`src/rtl/mem_access_unit_pkg.sv`:
```
// Shared definitions for the MEM-stage load/store unit: size codes, FSM
// encoding, bus width defaults and the alignment rule.
package mem_access_unit_pkg;

    localparam int ADDR_W_DEF = 32;
    localparam int DATA_W_DEF = 32;

    localparam logic [1:0] SIZE_B = 2'd0;
    localparam logic [1:0] SIZE_H = 2'd1;
    localparam logic [1:0] SIZE_W = 2'd2;
    localparam logic [1:0] SIZE_D = 2'd3;

    localparam logic [1:0] ST_IDLE   = 2'd0;
    localparam logic [1:0] ST_ACCESS = 2'd1;
    localparam logic [1:0] ST_RESP   = 2'd2;

    // A dword is only a legal size on a 64-bit bus.
    function automatic logic is_misaligned(input logic [2:0] addr_lo,
                                           input logic [1:0] size,
                                           input logic       dw64);
        case (size)
            SIZE_B:  return 1'b0;
            SIZE_H:  return addr_lo[0];
            SIZE_W:  return |addr_lo[1:0];
            default: return !dw64 || (|addr_lo);
        endcase
    endfunction

endpackage

```
`src/rtl/mem_access_unit_if.sv`:
```
// Pipeline-side request/response bus and RAM-side port of the load/store unit.
// Handshake: a request transfers on a rising edge where req_valid && req_ready.
interface mem_access_req_if import mem_access_unit_pkg::*; #(
    parameter int DATA_W = DATA_W_DEF,
    parameter int ADDR_W = ADDR_W_DEF
) ();
    logic              req_valid;
    logic              req_ready;
    logic              req_write;
    logic              req_ext;
    logic [1:0]        req_size;
    logic [ADDR_W-1:0] req_addr;
    logic [DATA_W-1:0] req_wdata;
    logic              resp_valid;
    logic [DATA_W-1:0] resp_rdata;
    logic              resp_misalign;
    logic              resp_buserr;
    logic              stall;

    modport master (
        output req_valid, req_write, req_ext, req_size, req_addr, req_wdata,
        input  req_ready, resp_valid, resp_rdata, resp_misalign, resp_buserr, stall
    );
    modport slave (
        input  req_valid, req_write, req_ext, req_size, req_addr, req_wdata,
        output req_ready, resp_valid, resp_rdata, resp_misalign, resp_buserr, stall
    );
endinterface

interface mem_access_ram_if import mem_access_unit_pkg::*; #(
    parameter int DATA_W = DATA_W_DEF,
    parameter int ADDR_W = ADDR_W_DEF
) ();
    logic                  ram_en;
    logic [DATA_W/8-1:0]   ram_write_en;
    logic [ADDR_W-1:0]     ram_addr;
    logic [DATA_W-1:0]     ram_write_data;
    logic [DATA_W-1:0]     ram_read_data;
    logic                  ram_ack;

    modport master (
        output ram_en, ram_write_en, ram_addr, ram_write_data,
        input  ram_read_data, ram_ack
    );
    modport slave (
        input  ram_en, ram_write_en, ram_addr, ram_write_data,
        output ram_read_data, ram_ack
    );
endinterface

```
`src/rtl/mem_lane_align.sv`:
```
// Combinational byte-lane steering: store strobes/shift and load extract/extend.
// Kept free of state so a cache fill path can reuse it.
module mem_lane_align import mem_access_unit_pkg::*; #(
    parameter  int DATA_W = DATA_W_DEF,
    localparam int NL     = DATA_W / 8,
    localparam int LW     = $clog2(NL)
) (
    input  logic [1:0]        size_i,
    input  logic [LW-1:0]     lane_i,
    input  logic              ext_i,
    input  logic [DATA_W-1:0] wdata_i,
    input  logic [DATA_W-1:0] rdata_i,
    output logic [NL-1:0]     strb_o,
    output logic [DATA_W-1:0] wdata_o,
    output logic [DATA_W-1:0] rdata_o
);
    logic [NL-1:0]     mask;
    logic [DATA_W-1:0] shifted;
    logic              sgn;
    int                nbits;

    always_comb begin
        mask = '0;
        for (int i = 0; i < NL; i++) mask[i] = (i < (1 << size_i));
        strb_o  = mask << lane_i;
        wdata_o = wdata_i << {lane_i, 3'b000};

        shifted = rdata_i >> {lane_i, 3'b000};
        nbits   = 8 << size_i;
        case (size_i)
            SIZE_B:  sgn = shifted[7];
            SIZE_H:  sgn = shifted[15];
            SIZE_W:  sgn = shifted[31];
            default: sgn = shifted[DATA_W-1];
        endcase
        // Bits above the access size are filled with the sign or zero.
        for (int i = 0; i < DATA_W; i++)
            rdata_o[i] = (i < nbits) ? shifted[i] : (ext_i & sgn);
    end
endmodule

```
`src/rtl/mem_access_unit.sv`:
```
// MEM-stage load/store unit: one request at a time, variable-latency RAM port,
// misalignment rejection and ack timeout.
module mem_access_unit import mem_access_unit_pkg::*; #(
    parameter int DATA_W  = DATA_W_DEF,
    parameter int ADDR_W  = ADDR_W_DEF,
    parameter int TIMEOUT = 16
) (
    input  logic                    clk,
    input  logic                    rst,
    mem_access_req_if.slave         req_bus,
    mem_access_ram_if.master        ram_bus,
    output logic [1:0]              dbg_state_o
);
    localparam int NL = DATA_W / 8;
    localparam int LW = $clog2(NL);
    localparam int CW = (TIMEOUT > 1) ? $clog2(TIMEOUT) : 1;

    logic [1:0]        state_q, state_d;
    logic [CW-1:0]     cnt_q, cnt_d;
    logic [1:0]        size_q, size_d;
    logic [LW-1:0]     lane_q, lane_d;
    logic              ext_q, ext_d, write_q, write_d;
    logic              ram_en_q, ram_en_d;
    logic [NL-1:0]     ram_we_q, ram_we_d;
    logic [ADDR_W-1:0] ram_addr_q, ram_addr_d;
    logic [DATA_W-1:0] ram_wdata_q, ram_wdata_d;
    logic              resp_valid_q, resp_valid_d, mis_q, mis_d, berr_q, berr_d;
    logic [DATA_W-1:0] rdata_q, rdata_d;

    logic              idle, accept, mis;
    logic [1:0]        al_size;
    logic [LW-1:0]     al_lane;
    logic              al_ext;
    logic [NL-1:0]     al_strb;
    logic [DATA_W-1:0] al_wdata, al_rdata;

    assign idle   = (state_q == ST_IDLE);
    assign accept = req_bus.req_valid && idle;
    assign mis    = is_misaligned(req_bus.req_addr[2:0], req_bus.req_size, DATA_W == 64);

    // In IDLE the aligner sees the incoming request; afterwards the latched one.
    assign al_size = idle ? req_bus.req_size : size_q;
    assign al_lane = idle ? req_bus.req_addr[LW-1:0] : lane_q;
    assign al_ext  = idle ? req_bus.req_ext : ext_q;

    mem_lane_align #(.DATA_W(DATA_W)) u_align (
        .size_i (al_size),
        .lane_i (al_lane),
        .ext_i  (al_ext),
        .wdata_i(req_bus.req_wdata),
        .rdata_i(ram_bus.ram_read_data),
        .strb_o (al_strb),
        .wdata_o(al_wdata),
        .rdata_o(al_rdata)
    );

    always_comb begin
        state_d     = state_q;
        cnt_d       = cnt_q;
        size_d      = size_q;
        lane_d      = lane_q;
        ext_d       = ext_q;
        write_d     = write_q;
        ram_en_d    = ram_en_q;
        ram_we_d    = ram_we_q;
        ram_addr_d  = ram_addr_q;
        ram_wdata_d = ram_wdata_q;
        resp_valid_d = 1'b0;
        mis_d        = 1'b0;
        berr_d       = 1'b0;
        rdata_d      = '0;
        case (state_q)
            ST_IDLE: if (accept) begin
                size_d  = req_bus.req_size;
                lane_d  = req_bus.req_addr[LW-1:0];
                ext_d   = req_bus.req_ext;
                write_d = req_bus.req_write;
                if (mis) begin
                    resp_valid_d = 1'b1;
                    mis_d        = 1'b1;
                    state_d      = ST_RESP;
                end else begin
                    ram_en_d    = 1'b1;
                    ram_we_d    = req_bus.req_write ? al_strb : '0;
                    ram_addr_d  = {req_bus.req_addr[ADDR_W-1:LW], {LW{1'b0}}};
                    ram_wdata_d = al_wdata;
                    cnt_d       = '0;
                    state_d     = ST_ACCESS;
                end
            end
            ST_ACCESS: if (ram_bus.ram_ack) begin
                ram_en_d     = 1'b0;
                ram_we_d     = '0;
                resp_valid_d = 1'b1;
                rdata_d      = write_q ? '0 : al_rdata;
                state_d      = ST_RESP;
            end else if (cnt_q == CW'(TIMEOUT - 1)) begin
                ram_en_d     = 1'b0;
                ram_we_d     = '0;
                resp_valid_d = 1'b1;
                berr_d       = 1'b1;
                state_d      = ST_RESP;
            end else begin
                cnt_d = cnt_q + 1'b1;
            end
            ST_RESP: state_d = ST_IDLE;
            default: state_d = ST_IDLE;
        endcase
    end

    always_ff @(posedge clk) begin
        if (!rst) begin
            state_q      <= ST_IDLE;
            cnt_q        <= '0;
            size_q       <= '0;
            lane_q       <= '0;
            ext_q        <= 1'b0;
            write_q      <= 1'b0;
            ram_en_q     <= 1'b0;
            ram_we_q     <= '0;
            ram_addr_q   <= '0;
            ram_wdata_q  <= '0;
            resp_valid_q <= 1'b0;
            mis_q        <= 1'b0;
            berr_q       <= 1'b0;
            rdata_q      <= '0;
        end else begin
            state_q      <= state_d;
            cnt_q        <= cnt_d;
            size_q       <= size_d;
            lane_q       <= lane_d;
            ext_q        <= ext_d;
            write_q      <= write_d;
            ram_en_q     <= ram_en_d;
            ram_we_q     <= ram_we_d;
            ram_addr_q   <= ram_addr_d;
            ram_wdata_q  <= ram_wdata_d;
            resp_valid_q <= resp_valid_d;
            mis_q        <= mis_d;
            berr_q       <= berr_d;
            rdata_q      <= rdata_d;
        end
    end

    assign req_bus.req_ready      = idle;
    assign req_bus.stall          = (req_bus.req_valid && !idle) || !idle;
    assign req_bus.resp_valid     = resp_valid_q;
    assign req_bus.resp_rdata     = rdata_q;
    assign req_bus.resp_misalign  = mis_q;
    assign req_bus.resp_buserr    = berr_q;
    assign ram_bus.ram_en         = ram_en_q;
    assign ram_bus.ram_write_en   = ram_we_q;
    assign ram_bus.ram_addr       = ram_addr_q;
    assign ram_bus.ram_write_data = ram_wdata_q;
    assign dbg_state_o            = state_q;
endmodule

```
`src/flat_wrapper.sv`:
```
// flat-port wrapper written by rule: the top's interface ports become plain ports
module mem_access_unit_flat import mem_access_unit_pkg::*;
#(
    parameter int DATA_W  = DATA_W_DEF,
    parameter int ADDR_W  = ADDR_W_DEF,
    parameter int TIMEOUT = 16
)
  (clk, rst, dbg_state_o, req_bus_req_valid, req_bus_req_write, req_bus_req_ext, req_bus_req_size, req_bus_req_addr, req_bus_req_wdata, req_bus_req_ready, req_bus_resp_valid, req_bus_resp_rdata, req_bus_resp_misalign, req_bus_resp_buserr, req_bus_stall, ram_bus_ram_en, ram_bus_ram_write_en, ram_bus_ram_addr, ram_bus_ram_write_data, ram_bus_ram_read_data, ram_bus_ram_ack);
  mem_access_req_if #(.DATA_W(DATA_W), .ADDR_W(ADDR_W)) req_bus_i ();
  mem_access_ram_if #(.DATA_W(DATA_W), .ADDR_W(ADDR_W)) ram_bus_i ();
  input  logic clk;
  input  logic rst;
  output logic [1:0] dbg_state_o;
  input wire logic [$bits(req_bus_i.req_valid)-1:0] req_bus_req_valid;
  input wire logic [$bits(req_bus_i.req_write)-1:0] req_bus_req_write;
  input wire logic [$bits(req_bus_i.req_ext)-1:0] req_bus_req_ext;
  input wire logic [$bits(req_bus_i.req_size)-1:0] req_bus_req_size;
  input wire logic [$bits(req_bus_i.req_addr)-1:0] req_bus_req_addr;
  input wire logic [$bits(req_bus_i.req_wdata)-1:0] req_bus_req_wdata;
  output wire logic [$bits(req_bus_i.req_ready)-1:0] req_bus_req_ready;
  output wire logic [$bits(req_bus_i.resp_valid)-1:0] req_bus_resp_valid;
  output wire logic [$bits(req_bus_i.resp_rdata)-1:0] req_bus_resp_rdata;
  output wire logic [$bits(req_bus_i.resp_misalign)-1:0] req_bus_resp_misalign;
  output wire logic [$bits(req_bus_i.resp_buserr)-1:0] req_bus_resp_buserr;
  output wire logic [$bits(req_bus_i.stall)-1:0] req_bus_stall;
  output wire logic [$bits(ram_bus_i.ram_en)-1:0] ram_bus_ram_en;
  output wire logic [$bits(ram_bus_i.ram_write_en)-1:0] ram_bus_ram_write_en;
  output wire logic [$bits(ram_bus_i.ram_addr)-1:0] ram_bus_ram_addr;
  output wire logic [$bits(ram_bus_i.ram_write_data)-1:0] ram_bus_ram_write_data;
  input wire logic [$bits(ram_bus_i.ram_read_data)-1:0] ram_bus_ram_read_data;
  input wire logic [$bits(ram_bus_i.ram_ack)-1:0] ram_bus_ram_ack;
  assign req_bus_i.req_valid = req_bus_req_valid;
  assign req_bus_i.req_write = req_bus_req_write;
  assign req_bus_i.req_ext = req_bus_req_ext;
  assign req_bus_i.req_size = req_bus_req_size;
  assign req_bus_i.req_addr = req_bus_req_addr;
  assign req_bus_i.req_wdata = req_bus_req_wdata;
  assign req_bus_req_ready = req_bus_i.req_ready;
  assign req_bus_resp_valid = req_bus_i.resp_valid;
  assign req_bus_resp_rdata = req_bus_i.resp_rdata;
  assign req_bus_resp_misalign = req_bus_i.resp_misalign;
  assign req_bus_resp_buserr = req_bus_i.resp_buserr;
  assign req_bus_stall = req_bus_i.stall;
  assign ram_bus_ram_en = ram_bus_i.ram_en;
  assign ram_bus_ram_write_en = ram_bus_i.ram_write_en;
  assign ram_bus_ram_addr = ram_bus_i.ram_addr;
  assign ram_bus_ram_write_data = ram_bus_i.ram_write_data;
  assign ram_bus_i.ram_read_data = ram_bus_ram_read_data;
  assign ram_bus_i.ram_ack = ram_bus_ram_ack;
  mem_access_unit #(.DATA_W(DATA_W), .ADDR_W(ADDR_W), .TIMEOUT(TIMEOUT)) u_core (.clk(clk), .rst(rst), .req_bus(req_bus_i), .ram_bus(ram_bus_i), .dbg_state_o(dbg_state_o));
endmodule
```
`config.mk`:
```
export PLATFORM = sky130hd
export DESIGN_NAME = mem_access_unit_flat
export DESIGN_NICKNAME = d
export VERILOG_FILES = /design/src/rtl/mem_access_unit_pkg.sv /design/src/rtl/mem_access_unit_if.sv /design/src/rtl/mem_lane_align.sv /design/src/rtl/mem_access_unit.sv /design/src/flat_wrapper.sv
export SDC_FILE = /design/constraint.sdc
export NUM_CORES = 1
export LEC_CHECK = 0
export ABC_CLOCK_PERIOD_IN_PS = 3000
export CORE_ASPECT_RATIO = 1.4
export CORE_UTILIZATION = 42
export DETAILED_ROUTE_END_ITERATION = 7
export MAX_ROUTING_LAYER = met4
export PLACE_DENSITY = 0.8
export SLEW_MARGIN = 0
export SYNTH_ARGS = -nofsm -noshare
export SYNTH_HDL_FRONTEND = slang
export SYNTH_SLANG_ARGS = --single-unit
```
`constraint.sdc`:
```
create_clock -name clk -period 3 [get_ports clk]
set_input_delay 0.75 -clock clk [delete_from_list [all_inputs] [get_ports clk]]
set_output_delay 0.75 -clock clk [all_outputs]
set_load 0.005 [all_outputs]
```
==> Word level (Yosys, flattened, before mapping) <==
Index checks and enable logic that the tools add are counted.
{ "totals": {"inputBits": 104, "elab_cells": 151, "register_bits": 114} }
{ "op_classes": {"bitwise": 5, "add_sub_neg": 1, "reduce_logical": 17, "magnitude_cmp": 36, "n_shift": 5, "n_eq_ne": 10, "mux": 63} }
{ "op_table": {"columns": ["op", "count"], "rows": [
  ["$lt 6x32->1 const A", 16],
  ["$lt 5x32->1 const A", 8],
  ["$lt 3x32->1 const A", 4],
  ["$lt 4x32->1 const A", 4],
  ["$lt 1x32->1 const A", 2],
  ["$lt 2x32->1 const A", 2],
  ["$mux 1", 41],
  ["$mux 4", 9],
  ["$shl 1x2->32 const A", 1],
  ["$shl 32x5->32", 1],
  ["$shl 4x2->32 const A", 1],
  ["$shr 32x5->32", 1],
  ["$pmux 4 s2", 2],
  ["$mux 2", 6],
  ["$ne 2x2->1 const B", 4],
  ["$eq 2x1->1 const B", 3],
  ["$logic_not 2->1", 3],
  ["$pmux 1 s2", 3],
  ["$reduce_and 2->1", 3],
  ["$reduce_and 5->1", 1],
  ["$add 4x1->4 const B", 1],
  ["$eq 4x4->1 const B", 1],
  ["$not 1->1", 4],
  ["$pmux 2 s2", 1],
  ["14 further kinds", 15]
]} }

==> Logic depth before layout (Yosys ltp) <==
Gate-level depths: netlist of the first run.
{ "depth": {"ltp_word": 9, "ltp_mapped": 11, "depth_no_buf": 7} }

==> Hierarchy <==
From an unflattened synthesis of the first run, not the netlist that was laid out.
{ "hier_totals": {"hier_cells": 648, "area_unflattened_um2": 5350.1} }
{ "by_module_without_submodules": {"columns": ["module", "area_each_um2", "cells_each", "n_inst", "seq_area_each_um2"], "rows": [
  ["mem_access_unit", 3988.8, 448, 1, 2282.2],
  ["mem_lane_align", 1361.3, 200, 1, 0.0]
]} }

==> Worst setup path after synthesis of the first run <==
OpenSTA, ideal clock, no wires.
{ "synth_path": {"kind": "input to register", "from": "input port req_bus_req_size[1]", "to": "register u_core.rdata_q[16], in the netlist u_core.req_bus.resp_rdata[16]", "arrival_time_ps": 2213, "t_required_ps": 2930, "setup_slack_ps": 717, "setup_time_ps": 70, "stages": 8, "path_cell_list": "clkbuf_1 or4b_2 o21ai_0 nand2_1 o21ai_1 o31ai_4 buf_6 o21ai_1"} }
{ "synth_between": {"elab_chain_cells": 5, "word_cells_on_any_way": 8, "cone_classes": "order compare (1); eq/ne (1); shift (1); mux (3); bitwise (1); reduce/logical (1)"} }
{ "synth_lines": {"columns": ["element", "line", "rtl"], "rows": [
  ["start: declaration", "flat_wrapper.sv:17", "input wire logic [$bits(req_bus_i.req_size)-1:0] req_bus_req_size;"],
  ["$mux 2 *", "mem_access_unit.sv:42", "assign al_size = idle ? req_bus.req_size : size_q;"],
  ["branches (longest 3 deep; another with $lt 6x32->1)", null, null],
  ["$mux 1 *", "mem_lane_align.sv:38", "rdata_o[i] = (i < nbits) ? shifted[i] : (ext_i & sgn);"],
  ["end signal: assignment", "mem_access_unit.sv:141", "rdata_q <= rdata_d;"],
  ["end: declaration", "mem_access_unit.sv:28", "logic [DATA_W-1:0] rdata_q, rdata_d;"]
]} }
Mark *: on every way between the ends.
A chain may end at the register's enable or synchronous reset.

==> Worst setup path after layout of the first run <==
{ "layout_path": {"from": "register u_core.state_q[0], in the netlist u_core.dbg_state_o[0]", "to": "output port req_bus_req_ready"} }
{ "layout_between": {"elab_chain_cells": 1} }
{ "layout_lines": {"columns": ["element", "line", "rtl"], "rows": [
  ["start: declaration", "mem_access_unit.sv:18", "logic [1:0] state_q, state_d;"],
  ["start signal: assignment", "mem_access_unit.sv:128", "state_q <= state_d;"],
  ["$logic_not 2->1", "mem_access_unit.sv:37", "assign idle = (state_q == ST_IDLE);"],
  ["end: declaration", "flat_wrapper.sv:20", "output wire logic [$bits(req_bus_i.req_ready)-1:0] req_bus_req_ready;"]
]} }
Every way passes these cells.

==> qor.yml, run 1 <==
outcome:
  status: "finished clean"
sta:
  max_freq_ghz: 0.367
  min_period_over_period_pct: 90.8
  fin_skew_ns: 0.00824
  slew_headroom_pct: 31.8
  setup_violations: 0
  fin_tns_setup_ns: 0
  hold_viol: 0
  fin_crit_ns: 2.72
  rsz0062_at_grt: "no"
  worst_pin_slew_ns: 1.02
  slew_viol_final: 0
  holdWs_ns: 0.450
place:
  hpwl_um: 10700
  place_congestion: 0.850
  port_buffers: 209
power_and_ir_drop:
  p_sw_uw: 1050
  irDropWorstVdd_mv: 0.421
  power_density_nw_per_um2: 569
  p_comb_share_pct: 16.6
  sw_frac_of_total_pct: 24.1
  p_int_uw: 3320
  power_uw: 4370
  p_leak_uw: 0.00306
  power_frac_clock_pct: 46.3
  sequentialPowerShare_pct: 37.1
routing:
  drt_iter0_markers: 132
  detail-route-antenna-nets: 0
  dr_total_vias: 4757
  drt-total-wl_um: 14500
  viasPerCell: 5.23
  drc: 0
  routedWlPerCell_um: 15.9
  firstDrtPassIters: 4
min_path:
  hp-class: "flip-flop to flip-flop"
  holdPathStages: 1
  worstHoldStart: "u_core.ram_bus.ram_en$_SDFFE_PN0P_"
clock_tree:
  clockRootBuffer: "clkbuf_16"
  clock_latency_ns: 0.41
  post-cts-setup-buffer-count: 0
  cts_tree: "yes"
  clk_pin_slew_ns: 0.05
  cts.repair.resized: 0
  holdBufCountCts: 0
  cts_made_buffers: 17
  htreeDepth: 4
  numClockSinks: 114
  cts_buffer_depth: 2
synth:
  avgSynthCellArea_um2: 8.99
  ys_types: 47
  netlist_instances: 538
  ys_seq_elements: 114
  synth_top_flop_cell: "dfxtp_1"
  synthArstFlopShare_pct: 0
  ys_seq_area_share_pct: 47.2
  synth_edf_count: 0
  synth_area_um2: 4830
  synth_warnings: 0
setup_path:
  crit_required_ns: 2.25
  r2r_end: "u_core.ram_bus.ram_write_data[16]$_SDFFE_PN0P_"
  reg2reg_depth: 6
  worst_ep_arrival_time_ns: 1.97
  worstSetupEndpoint: "req_bus_req_ready"
  critPathLaunchType: "flip-flop"
  ff2ff_setup_slack_ns: 0.46
  reg2reg_from: "u_core.dbg_state_o[0]$_SDFFE_PN0P_"
  worstPathMaxFanout: 14
  path_class: "flip-flop to primary output"
  crit_path_start: "u_core.dbg_state_o[0]$_SDFFE_PN0P_"
  crit_path_end_kind: "primary output"
  slowest_delay_ns: 0.52
  cp_slowest_cell: "clkdlybuf4s50_1"
  path_cells: "or2_1 > clkinv_4 > clkdlybuf4s50_1"
floorplan:
  initial_core_util_pct: 42.9
  placeableCoreArea_um2: 11300
  dieArea_um2: 12000
  die_y_um: 129
  ios: 212
  row_count: 46
  die_w_um: 92.7
run:
  drv_cap: 0
layout:
  area_growth_pct: 59.1
  antennaDiodeCount: 0
  nNetsFinal: 858
  final_util_pct: 68.2
  drive_above_1_share_pct: 8.62
global_routing:
  grt_pass1_vias: 4704
  grt_first_pass_wirelength_um: 22900
  overflow: 0
  grt_max_degree: 52
  antenna_found_initial: 0
  track_usage_pct: 25.3
==> cells by family (layout without fill, tap and decap cells) <==
kind of cell / after synthesis / after routing / share of synthesized area (%)
mux: 53 / 53 / 11.4
other cells: 1 / 2 / 0.0776
fa+ha+maj: 1 / 1 / 0.259
simple gates: 203 / 203 / 18.2
buf+inv: 36 / 263 / 4.04
flops: 114 / 114 / 47.2
xor+xnor: 1 / 1 / 0.181
compound gates: 129 / 129 / 18.6
==> routing by layer <==
layer | part of all wire (%) | vias to the layer above | routed length (um) | GRT usage [%]
met4 | 2.7 | 0 | 392 | 10.9
met1 | 42 | 2239 | 6000 | 28.3
met2 | 50 | 186 | 7210 | 43.0
met3 | 5.9 | 34 | 859 | 5.85
li1 | - | 2298 | - | -
met5 | 0 | - | 0 | -
==> critical path, delay by kind of cell, from the launching register on <==
kind	cells	cell delay [ns]
buf+inv	2	0.73
simple gates	1	0.37
flops	1	0.46
==> through the flow <==
step / cells / cell area [um2] / setup slack (ns)
floorplan: 539 / 4840 / 0.717
global placement: 878 / 7090 / 0.213
detailed placement: 878 / 7090 / 0.146
CTS: 910 / 7690 / 0.252
global route: 910 / 7690 / 0.183
finish: 910 / 7690 / 0.276
==> synthesized netlist by cell type, drive strengths merged (6+ instances only) <==
cell type	count	area share, %
nor2	19	1.5
a21boi	37	5.7
nand2	142	11
o21ai	41	4.3
mux2i	48	10
nand3	6	0.62
dfxtp	114	47
a21oi	14	1.4
buf	20	2.7
a32o	10	2.1
a22o	12	2.2
clkbuf	15	1.2
and3	9	1.2
==> worst min path at each step <==
stage | to
finish | u_core.ram_bus.ram_en$_SDFFE_PN0P_
global route | u_core.ram_bus.ram_write_en[2]$_SDFFE_PN0P_
CTS | u_core.ram_bus.ram_en$_SDFFE_PN0P_
detailed placement | u_core.ram_bus.ram_en$_SDFFE_PN0P_
global placement | u_core.ram_bus.ram_write_data[14]$_SDFFE_PN0P_
floorplan | u_core.ext_q$_SDFFE_PN0P_
==> sequential cells by signal, indices dropped and copies added (netlist names), 2 cells and up <==
register and flops:
u_core.dbg_state_o 2, u_core.ram_bus.ram_write_data 32, u_core.ram_bus.ram_addr 30, u_core.size_q 2, u_core.lane_q 2, u_core.req_bus.resp_rdata 32
u_core.ram_bus.ram_write_en 4, u_core.cnt_q 4
==> cell usage in the layout, fill, tap and decap left out, types with 5 or more instances in the layout <==
master / count
clkdlybuf4s50_1: 209
o21ai_1: 9
o21ai_0: 31
mux2i_1: 46
a21oi_1: 14
buf_4: 20
nand3_1: 6
mux2_2: 5
a22o_1: 12
nor2_1: 18
and3_1: 9
dfxtp_1: 114
nand2_1: 141
a21boi_0: 37
a32o_1: 10
clkinv_2: 5
nor3b_1: 5
clkbuf_16: 17
==> power groups by stage <==
stage | clock network [uW] | registers (uW) | logic, uW
2_1_floorplan | 0 | 1650 | 347
3_3_place_gp | 0 | 1650 | 708
3_5_place_dp | 0 | 1650 | 723
4_1_cts | 2040 | 1620 | 728
5_1_grt | 2130 | 1630 | 785
6_report | 2030 | 1620 | 726
==> area by class of cell <==
type                       instances  area, um2
timing repair buffer             230       2260
clock inverter                    10        131
multi-input combinational        389       2360
tap                              144        180
inverter                           1       8.76
clock buffer                      22        464
fill                             912       3590
sequential                       114       2280
No activity file was read; power rests on OpenSTA's default activity.
==> run 2: changes to the inputs <==
Settings changed: MAX_ROUTING_LAYER met4 to unset.
==> run 2 against run 1 <==
  * Register-to-register slack about the same
  * Utilization is the same
  * Non-clock buffer count did not move
  * Hold slack hardly changed
  * Wire length about the same
  * Fmax is 0.15% higher
  * Largest power group unchanged
  * Sequential power is essentially flat
  * Flip-flop and latch count unchanged
  * Sequential share of layout area stayed put
  * First-iteration DRC count up 11%
  * Count of clock-buffer cells in the layout unchanged
==> qor.yml, run 2 (synthesized netlist as in run 1, its figures left out) <==
outcome:
  status: "finished clean"
layout:
  seq_area_um2: 2280  # unchanged
  multi_input_area_um2: 2360  # unchanged
  layout_commonest_cell: "clkdlybuf4s50_1"
  fillers: 912  # unchanged
  final_cell_mix: "209 x clkdlybuf4s50_1, 141 x nand2_1, 114 x dfxtp_1"
  nNetsFinal: 858  # unchanged
  drive_above_1_share_pct: 8.62  # unchanged
  area_growth_pct: 59.1  # unchanged
  antennaDiodeCount: 0  # unchanged
clock_tree:
  numClockSinks: 114  # unchanged
  clk_pin_slew_ns: 0.05  # about the same
  htreeDepth: 4  # unchanged
  holdBufCountCts: 0  # unchanged
  cts.repair.resized: 0  # unchanged
  cts_buffer_depth: 2  # unchanged
  cts_tree: "yes"
  cts_made_buffers: 17  # unchanged
  clockRootBuffer: "clkbuf_16"
  post-cts-setup-buffer-count: 0  # unchanged
  clock_latency_ns: 0.41  # about the same
routing:
  dr_total_vias: 4750  # -0.15%
  routedWlPerCell_um: 15.9  # about the same
  drt-total-wl_um: 14500  # about the same
  viasPerCell: 5.22  # -0.15%
  firstDrtPassIters: 4  # unchanged
  drt_iter0_markers: 146  # +11%
  detail-route-antenna-nets: 0  # unchanged
  drc: 0  # unchanged
global_routing:
  grt_first_pass_wirelength_um: 22900  # about the same
  antenna_found_initial: 0  # unchanged
  grt_max_degree: 52  # unchanged
  grt_pass1_vias: 4695  # -0.19%
  track_usage_pct: 24.5  # -0.75 points
  overflow: 0  # unchanged
sta:
  min_period_over_period_pct: 90.7  # -0.14 points
  fin_tns_setup_ns: 0  # unchanged
  fin_skew_ns: 0.00757  # -0.000664 ns
  worst_pin_slew_ns: 1.03  # +0.00190 ns
  setup_violations: 0  # unchanged
  hold_viol: 0  # unchanged
  fin_crit_ns: 2.72  # -0.00417 ns
  holdWs_ns: 0.450  # -0.00000300 ns
  slew_viol_final: 0  # unchanged
  slew_headroom_pct: 31.6  # -0.13 points
  max_freq_ghz: 0.368  # +0.15%
  rsz0062_at_grt: "no"
floorplan:
  row_count: 46  # unchanged
  ios: 212  # unchanged
  die_y_um: 129  # unchanged
  placeableCoreArea_um2: 11300  # unchanged
  dieArea_um2: 12000  # unchanged
  die_w_um: 92.7  # unchanged
  initial_core_util_pct: 42.9  # unchanged
place:
  hpwl_um: 10700  # unchanged
  place_congestion: 0.837  # -1.5%
  port_buffers: 209  # unchanged
setup_path:
  path_class: "flip-flop to primary output"
  critPathLaunchType: "flip-flop"
  ff2ff_setup_slack_ns: 0.46  # about the same
  worst_ep_arrival_time_ns: 1.97  # about the same
  crit_required_ns: 2.25  # about the same
  worstPathMaxFanout: 14  # unchanged
  crit_path_end_kind: "primary output"
power_and_ir_drop:
  p_comb_share_pct: 16.6  # about the same
  power_frac_clock_pct: 46.3  # about the same
  sw_frac_of_total_pct: 24.1  # -0.051 points
  p_leak_uw: 0.00306  # unchanged
  irDropWorstVdd_mv: 0.418  # -0.83%
  sequentialPowerShare_pct: 37.1  # about the same
  p_sw_uw: 1050  # -0.28%
  power_density_nw_per_um2: 568  # about the same
  p_int_uw: 3320  # about the same
min_path:
  hp-class: "flip-flop to flip-flop"
run:
  drv_cap: 0  # unchanged
run 2: power groups by stage:
stage / clock network, uW / registers [uW] / logic, uW
after floorplan: 0 / 1650 / 347
after global placement: 0 / 1650 / 708
after detailed placement: 0 / 1650 / 723
after CTS: 2040 / 1620 / 728
after global routing: 2130 / 1630 / 785
final: 2020 / 1620 / 726
run 2: critical path, cell delays in order (launching register included):
cell and delay [ns]:
dfxtp_1 0.46, or2_1 0.37, clkinv_4 0.21, clkdlybuf4s50_1 0.51
run 2: area by class of cell:
class,count,share of cell area [%]
Inverter,1,0.114
Sequential cell,114,29.7
Timing Repair Buffer,230,29.4
Tap cell,144,2.34
Multi-Input combinational cell,389,30.7
Clock buffer,22,6.04
Clock inverter,10,1.71
run 2: stage by stage:
stage	worst slack, ns	power, uW	utilization (%)	cell area (um2)	std cells
after floorplan	0.717	2000	-	4840	539
after global placement	0.213	2360	62.9	7090	878
after detailed placement	0.146	2380	62.9	7090	878
after CTS	0.252	4390	68.2	7690	910
after global routing	0.179	4540	68.2	7690	910
final	0.280	4370	68.2	7690	910
run 2: final timing paths:
path	startpoint	to	cells after the start
worst max-delay path	u_core.dbg_state_o[0]$_SDFFE_PN0P_	req_bus_req_ready	3
worst min-delay path	u_core.ram_bus.ram_en$_SDFFE_PN0P_	u_core.ram_bus.ram_en$_SDFFE_PN0P_	1
worst max register to register	u_core.dbg_state_o[0]$_SDFFE_PN0P_	u_core.ram_bus.ram_write_data[16]$_SDFFE_PN0P_	6
worst min register to register	u_core.ram_bus.ram_en$_SDFFE_PN0P_	u_core.ram_bus.ram_en$_SDFFE_PN0P_	1
run 2: routing by layer:
layer | wire [um] | track usage [%] | up-vias
met5 | 0 | 0 | -
met4 | 389 | 10.9 | 0
met3 | 1040 | 7.74 | 32
met2 | 7200 | 43.0 | 182
met1 | 5840 | 27.2 | 2238
li1 | - | - | 2298
==> edit 1, RTL diff (settings of run 1) <==
Put one more register stage on the output `dbg_state_o`, with the module's reset. The value now appears one clock later. The other outputs are not delayed to match.
--- a/src/rtl/mem_access_unit.sv
+++ b/src/rtl/mem_access_unit.sv
@@ -152,6 +152,12 @@
     assign ram_bus.ram_write_en   = ram_we_q;
     assign ram_bus.ram_addr       = ram_addr_q;
     assign ram_bus.ram_write_data = ram_wdata_q;
-    assign dbg_state_o            = state_q;
+    always_ff @(posedge clk) begin
+        if (!rst) begin
+            dbg_state_o <= '0;
+        end else begin
+            dbg_state_o <= state_q;
+        end
+    end
 endmodule
 
Formal check against the unedited RTL: not equivalent (Yosys sat finds a counterexample within 4 cycles, from zero or initial values and one cycle with rst low).
==> edit 1 against run 1 <==
  * Sequential cell count up 2
  * Sequential share of layout area down 0.44 points
  * Critical endpoint is now u_core.req_bus.resp_rdata[0]
  * First-iteration DRC count grew 120%
  * Via count increased by 8.1%
  * Count of clock-buffer cells in the layout did not move
  * Largest cell class unchanged
  * Cell area increased by 3.3%
  * Non-clock buffer count grew 2
  * Synthesized area up 4.7%
  * Largest power group unchanged
  * Setup slack better by 0.17 ns
  * Wire length increased by 13%
  * Utilization decreased by 0.65 points
  * Total power up 3.4%
==> edit 1: results (changes against run 1) <==
* Outcome: completed
* Slowest stage delay, CP at 0.62 ns (+0.10 ns)
* Gr usage total at 27.2% (+1.9 points)
* Share of cells above drive strength 1 at 9.14% (+0.52 points)
* Post-cts resize count at 0 (unchanged)
* FFs w/ async S/R, synth at 0% (unchanged)
* Drt wl/cell at 17.4 um (+9.3%)
* First-iteration detailed-routing DRC count at 289 (+120%)
* Final Hold Fails at 0 (unchanged)
* M1 WL at 6260 um (+4.3%)
* Clock buffer depth at 2 (unchanged)
* Final HPWL DP at 11800 um (+10%)
* Largest net degree at the start of global routing at 39 (-25%)
* Register area share after synthesis at 45.9% (-1.3 points)
* Number of antenna violations at the first check in global routing at 2 (+2)
* HP Class: flip-flop to flip-flop
* Worst-Margin Slew at 1.02 ns (-0.00564 ns)
* Area contributors post-synth: dfxtp_1 (46%), nand2_1 (10%), mux2i_1 (5.9%)
* DR WL met3 at 1230 um (+43%)
* Filler cells at 970 (+6.4%)
* Synth warn at 0 (unchanged)
* Max VDD drop at 0.449 mV (+6.6%)
* Worst-path clk slew at ~0.060 ns
* Uppermost layer routed: met4
* First-pass GRT wire length at 25300 um (+10%)
* Commonest cells post-synth: nand2_1 (138), dfxtp_1 (116), a21boi_0 (37)
* IO buf count at 209 (unchanged)
* Max-slew violations at 0 (unchanged)
* Vias per cell at 5.49 (+5.0%)
* Root Buffer: clkbuf_16
* Dominant delay contributor by cell family on the critical path: simple AND/OR/NAND/NOR gates
* Critical path fanouts, max at 16 (+2)
* Post-DP Area at 7320 um2 (+3.2%)
* Fin Clk Skew at 0.0123 ns (+0.00405 ns)
* Synth cell types at 57 (+21%)
* Synth Flop Type: dfxtp_1
* Met2 routed WL at 8150 um (+13%)
* Arr. time, crit path at 2.85 ns (+0.88 ns)
* Num CTS Buffers at 17 (unchanged)
* Number of global-route vias before repair at 5034 (+7.0%)
* Drt pass-1 iters at 5 (+1)
* Count leader, synth: nand2_1
* H-tree Lvls at 4 (unchanged)
* Clk_lat worst skew at 0.42 ns
* Pleak at 0.00314 uW (+2.7%)
* Routability cong. at 0.887 (+4.3%)
* Nets at 881 (+2.7%)
* CP max-delay cell: clkdlybuf4s50_1
* # Post-CTS Setup Buffers at 0 (unchanged)
==> edit 1: cell types whose count changed in the layout (fill, tap and decap cells not counted), moves of 6 or more <==
cell       delta
mux2i_1      -16
o21ai_0      -14
nand3_1      +13
a211oi_1     +12
o211a_1       +9
o211ai_1      +9
o2bb2ai_1     +9
a21oi_1       -8
nor3_1        +8
nor2_1        -7
o21ai_1       -6
==> edit 1: cell families after synthesis <==
kind of cell / Yosys count / share of synthesized area (%)
AO/OA/AOI/OAI: 144 / 21.7
XOR/XNOR: 2 / 0.346
adder cells (fa/ha/maj): 1 / 0.247
buffers and inverters: 43 / 4.40
flip-flops: 116 / 45.9
multiplexers: 30 / 5.93
other: 1 / 0.0741
AND/OR/NAND/NOR: 227 / 21.4
==> edit 1: area by class of cell <==
type                    count  area share (%)
clock inverters             9            1.92
multi-input cells         406            31.8
repair buffers            232            28.7
flip-flops and latches    116            29.2
well taps                 147            2.32
clock buffers              22            5.85
inverters                   3           0.158
diodes                      2          0.0630
==> edit 1: through the flow <==
step | util, % | instances | total power [uW] | hold WS, ns | worst slack (ns)
global route | 67.5 | 937 | 4690 | 0.490 | 0.398
CTS | 67.5 | 935 | 4550 | 0.463 | 0.474
detailed placement | 62.2 | 904 | 2430 | 0.447 | 0.0817
floorplan | - | 565 | 2040 | 0.444 | 0.840
global placement | 62.2 | 904 | 2410 | 0.446 | 0.142
finish | 67.5 | 937 | 4520 | 0.458 | 0.445
==> edit 1: path summary, 6_finish.rpt <==
path,startpoint,to,slack [ns],depth (start not counted)
max,req_bus_req_addr[1],u_core.req_bus.resp_rdata[0],0.45,7
min,u_core.ram_bus.ram_addr[10],u_core.ram_bus.ram_addr[10],0.46,2
max reg2reg,u_core.state_q[0],u_core.req_bus.resp_rdata[0],0.91,7
min reg2reg,u_core.ram_bus.ram_addr[10],u_core.ram_bus.ram_addr[10],0.46,2
==> edit 1: power breakdown <==
group          total, uW  internal (uW)  switching [uW]
Sequential          1650           1610            37.8
Combinational        762            399             362
Clock               2120           1420             692
==> edit 1: worst min-delay path: stages (launching register included) <==
cell and delay (ns):
dfxtp_1 0.30, nand2_1 0.04, a21boi_0 0.06
==> edit 1: routing by layer <==
layer / up-vias / global-route usage, %
met3: 41 / 7.38
met4: 0 / 14.4
met5: - / -
met1: 2410 / 29.2
li1: 2427 / -
met2: 266 / 44.7
==> edit 2, RTL diff (config.mk and constraints of run 1) <==
Without the edit above. Set the package constant `ADDR_W_DEF` to 40 (it was 32).
--- a/src/rtl/mem_access_unit_pkg.sv
+++ b/src/rtl/mem_access_unit_pkg.sv
@@ -2,7 +2,7 @@
 // encoding, bus width defaults and the alignment rule.
 package mem_access_unit_pkg;
 
-    localparam int ADDR_W_DEF = 32;
+    localparam int ADDR_W_DEF = 40;
     localparam int DATA_W_DEF = 32;
 
     localparam logic [1:0] SIZE_B = 2'd0;
Interface: changed (resized ram_bus_ram_addr and req_bus_req_addr); port bits go from 212 to 228. No check against the original RTL was run, so the function may have changed too.
==> edit 2 against run 1 <==
  * Setup slack improved by 0.10 ns
  * Cell area grew 5.4%
  * Die area grew 3.7%
  * Fmax grew 3.9%
  * First-iteration DRC count rose by 130%
  * Clock power rose by 10%
  * Via count grew 8.5%
  * Sequential share of layout area is 0.45 points higher
  * Sequential cell count grew 8
  * Wire length grew 20%
  * Sequential power up 7%
  * Total power rose by 8.8%
  * Synthesized area increased by 3.7%
  * Clock skew increased by 0.0041 ns
  * Highest routed layer unchanged
==> edit 2: results (changes against run 1) <==
* Synth Area in XOR/XNOR at 0.349% (+0.17 points)
* Commonest cells post-synth: dfxtp_1 (122), nand2_1 (122), a22o_1 (46)
* Final count of negative-setup-slack endpoints at 0 (unchanged)
* Max reg flops at 38
* Share of cells above drive strength 1 at 9.07% (+0.45 points)
* HP Class: flip-flop to flip-flop
* Adder-cell area share of the yosys netlist at 0.250% (-0.0093 points)
* Max VDD drop at 0.430 mV (+2.2%)
* Largest net degree at the start of global routing at 68 (+31%)
* Root Buffer: clkbuf_16
* Pwr Density at 587 nW/um2 (+3.2%)
* Num CTS Buffers at 17 (unchanged)
* IO buf count at 225 (+7.7%)
* Slowest stage delay, CP at 0.54 ns (+0.02 ns)
* Drt wl/cell at 18.7 um (+17%)
* Synth cell types at 58 (+23%)
* Register area share after synthesis at 48.7% (+1.5 points)
* Arr. time, crit path at 1.87 ns (-0.10 ns)
* Routability cong. at 0.916 (+7.8%)
* Synth Area in Compound Gates at 22.4% (+3.8 points)
* CP max-delay cell: clkdlybuf4s50_1
* Area contributors post-synth: dfxtp_1 (49%), nand2_1 (9.1%), a22o_1 (8.0%)
* Dominant delay contributor by cell family on the critical path: buffers and inverters
* Outcome: completed
* Gr usage total at 28.6% (+3.3 points)
* Vias at 5160 (+8.5%)
* Final HPWL DP at 12500 um (+17%)
* Critical path fanouts, max at 12 (-2)
* Pleak at 0.00325 uW (+6.1%)
* Sequential logic power at 1740 uW (+7%)
* Worst-path clk slew at around 0.06 ns
* Drt pass-1 iters at 7 (+3)
* # Post-CTS Setup Buffers at 0 (unchanged)
* FFs w/ async S/R, synth at 0% (unchanged)
* First-pass GRT wire length at 26200 um (+15%)
* Clock buffer depth at 2 (unchanged)
* Clk network pwr share at 47.1% (+0.8 points)
* Number of antenna violations at the first check in global routing at 0 (unchanged)
* Nets at 883 (+2.9%)
* Switch Pwr at 1150 uW (+8.8%)
* Synth warn at 0 (unchanged)
* First-iteration detailed-routing DRC count at 303 (+130%)
* Worst-Margin Slew at 0.535 ns (-0.488 ns)
* Post-cts resize count at 0 (unchanged)
* H-tree Lvls at 4 (unchanged)
* Multiplexer share of the synthesized area at 4.74% (-6.7 points)
* Fin Clk Skew at 0.0124 ns (+0.00414 ns)
* Clk_lat worst skew at 0.42 ns
* # diodes at 0 (unchanged)
* Number of global-route vias before repair at 4968 (+5.6%)
==> edit 2: worst reg2reg max path: stages (launching register included) <==
cell	delay, ns
dfxtp_1	0.30
or2_1	0.38
inv_4	0.24
mux2_4	0.36
o211ai_1	0.12
nand4_2	0.17
o21ai_4	0.38
o21ai_0	0.19
==> edit 2: through the flow <==
| step | setup slack, ns | hold slack (ns) | utilization [%] | area, um2 | std cells |
|---|---|---|---|---|---|
| finish | 0.377 | 0.450 | 70.8 | 8110 | 927 |
| global route | 0.320 | 0.483 | 70.8 | 8110 | 927 |
| CTS | 0.362 | 0.454 | 70.8 | 8110 | 927 |
| detailed placement | 0.0450 | 0.442 | 65.1 | 7450 | 895 |
| global placement | 0.138 | 0.435 | 65.1 | 7450 | 895 |
| floorplan | 0.819 | 0.444 | - | 5020 | 542 |
==> edit 2: path summary, 6_finish.rpt <==
kind                                                         from                                 to  slack (ns)  cells past startpoint
worst max-delay path                        u_core.dbg_state_o[0]                  req_bus_req_ready        0.38                      3
worst max register to register              u_core.dbg_state_o[0]      u_core.req_bus.resp_rdata[18]        0.70                      7
worst min register to register  u_core.ram_bus.ram_write_data[19]  u_core.ram_bus.ram_write_data[19]        0.45                      2
worst min-delay path            u_core.ram_bus.ram_write_data[19]  u_core.ram_bus.ram_write_data[19]        0.45                      2
==> edit 2: layout make-up <==
cell class / instances / area, um2
timing repair buffer: 246 / 2450
clock buffer: 23 / 498
tap: 144 / 180
sequential: 122 / 2440
fill: 842 / 3350
multi-input combinational: 381 / 2370
clock inverter: 9 / 158
inverter: 2 / 10.0
==> edit 2: per-layer routing <==
layer  GRT usage, %  routed length (um)
met3           8.56                1520
met4           16.1                 872
met5              -                   0
met1           28.4                6100
met2           48.6                8820
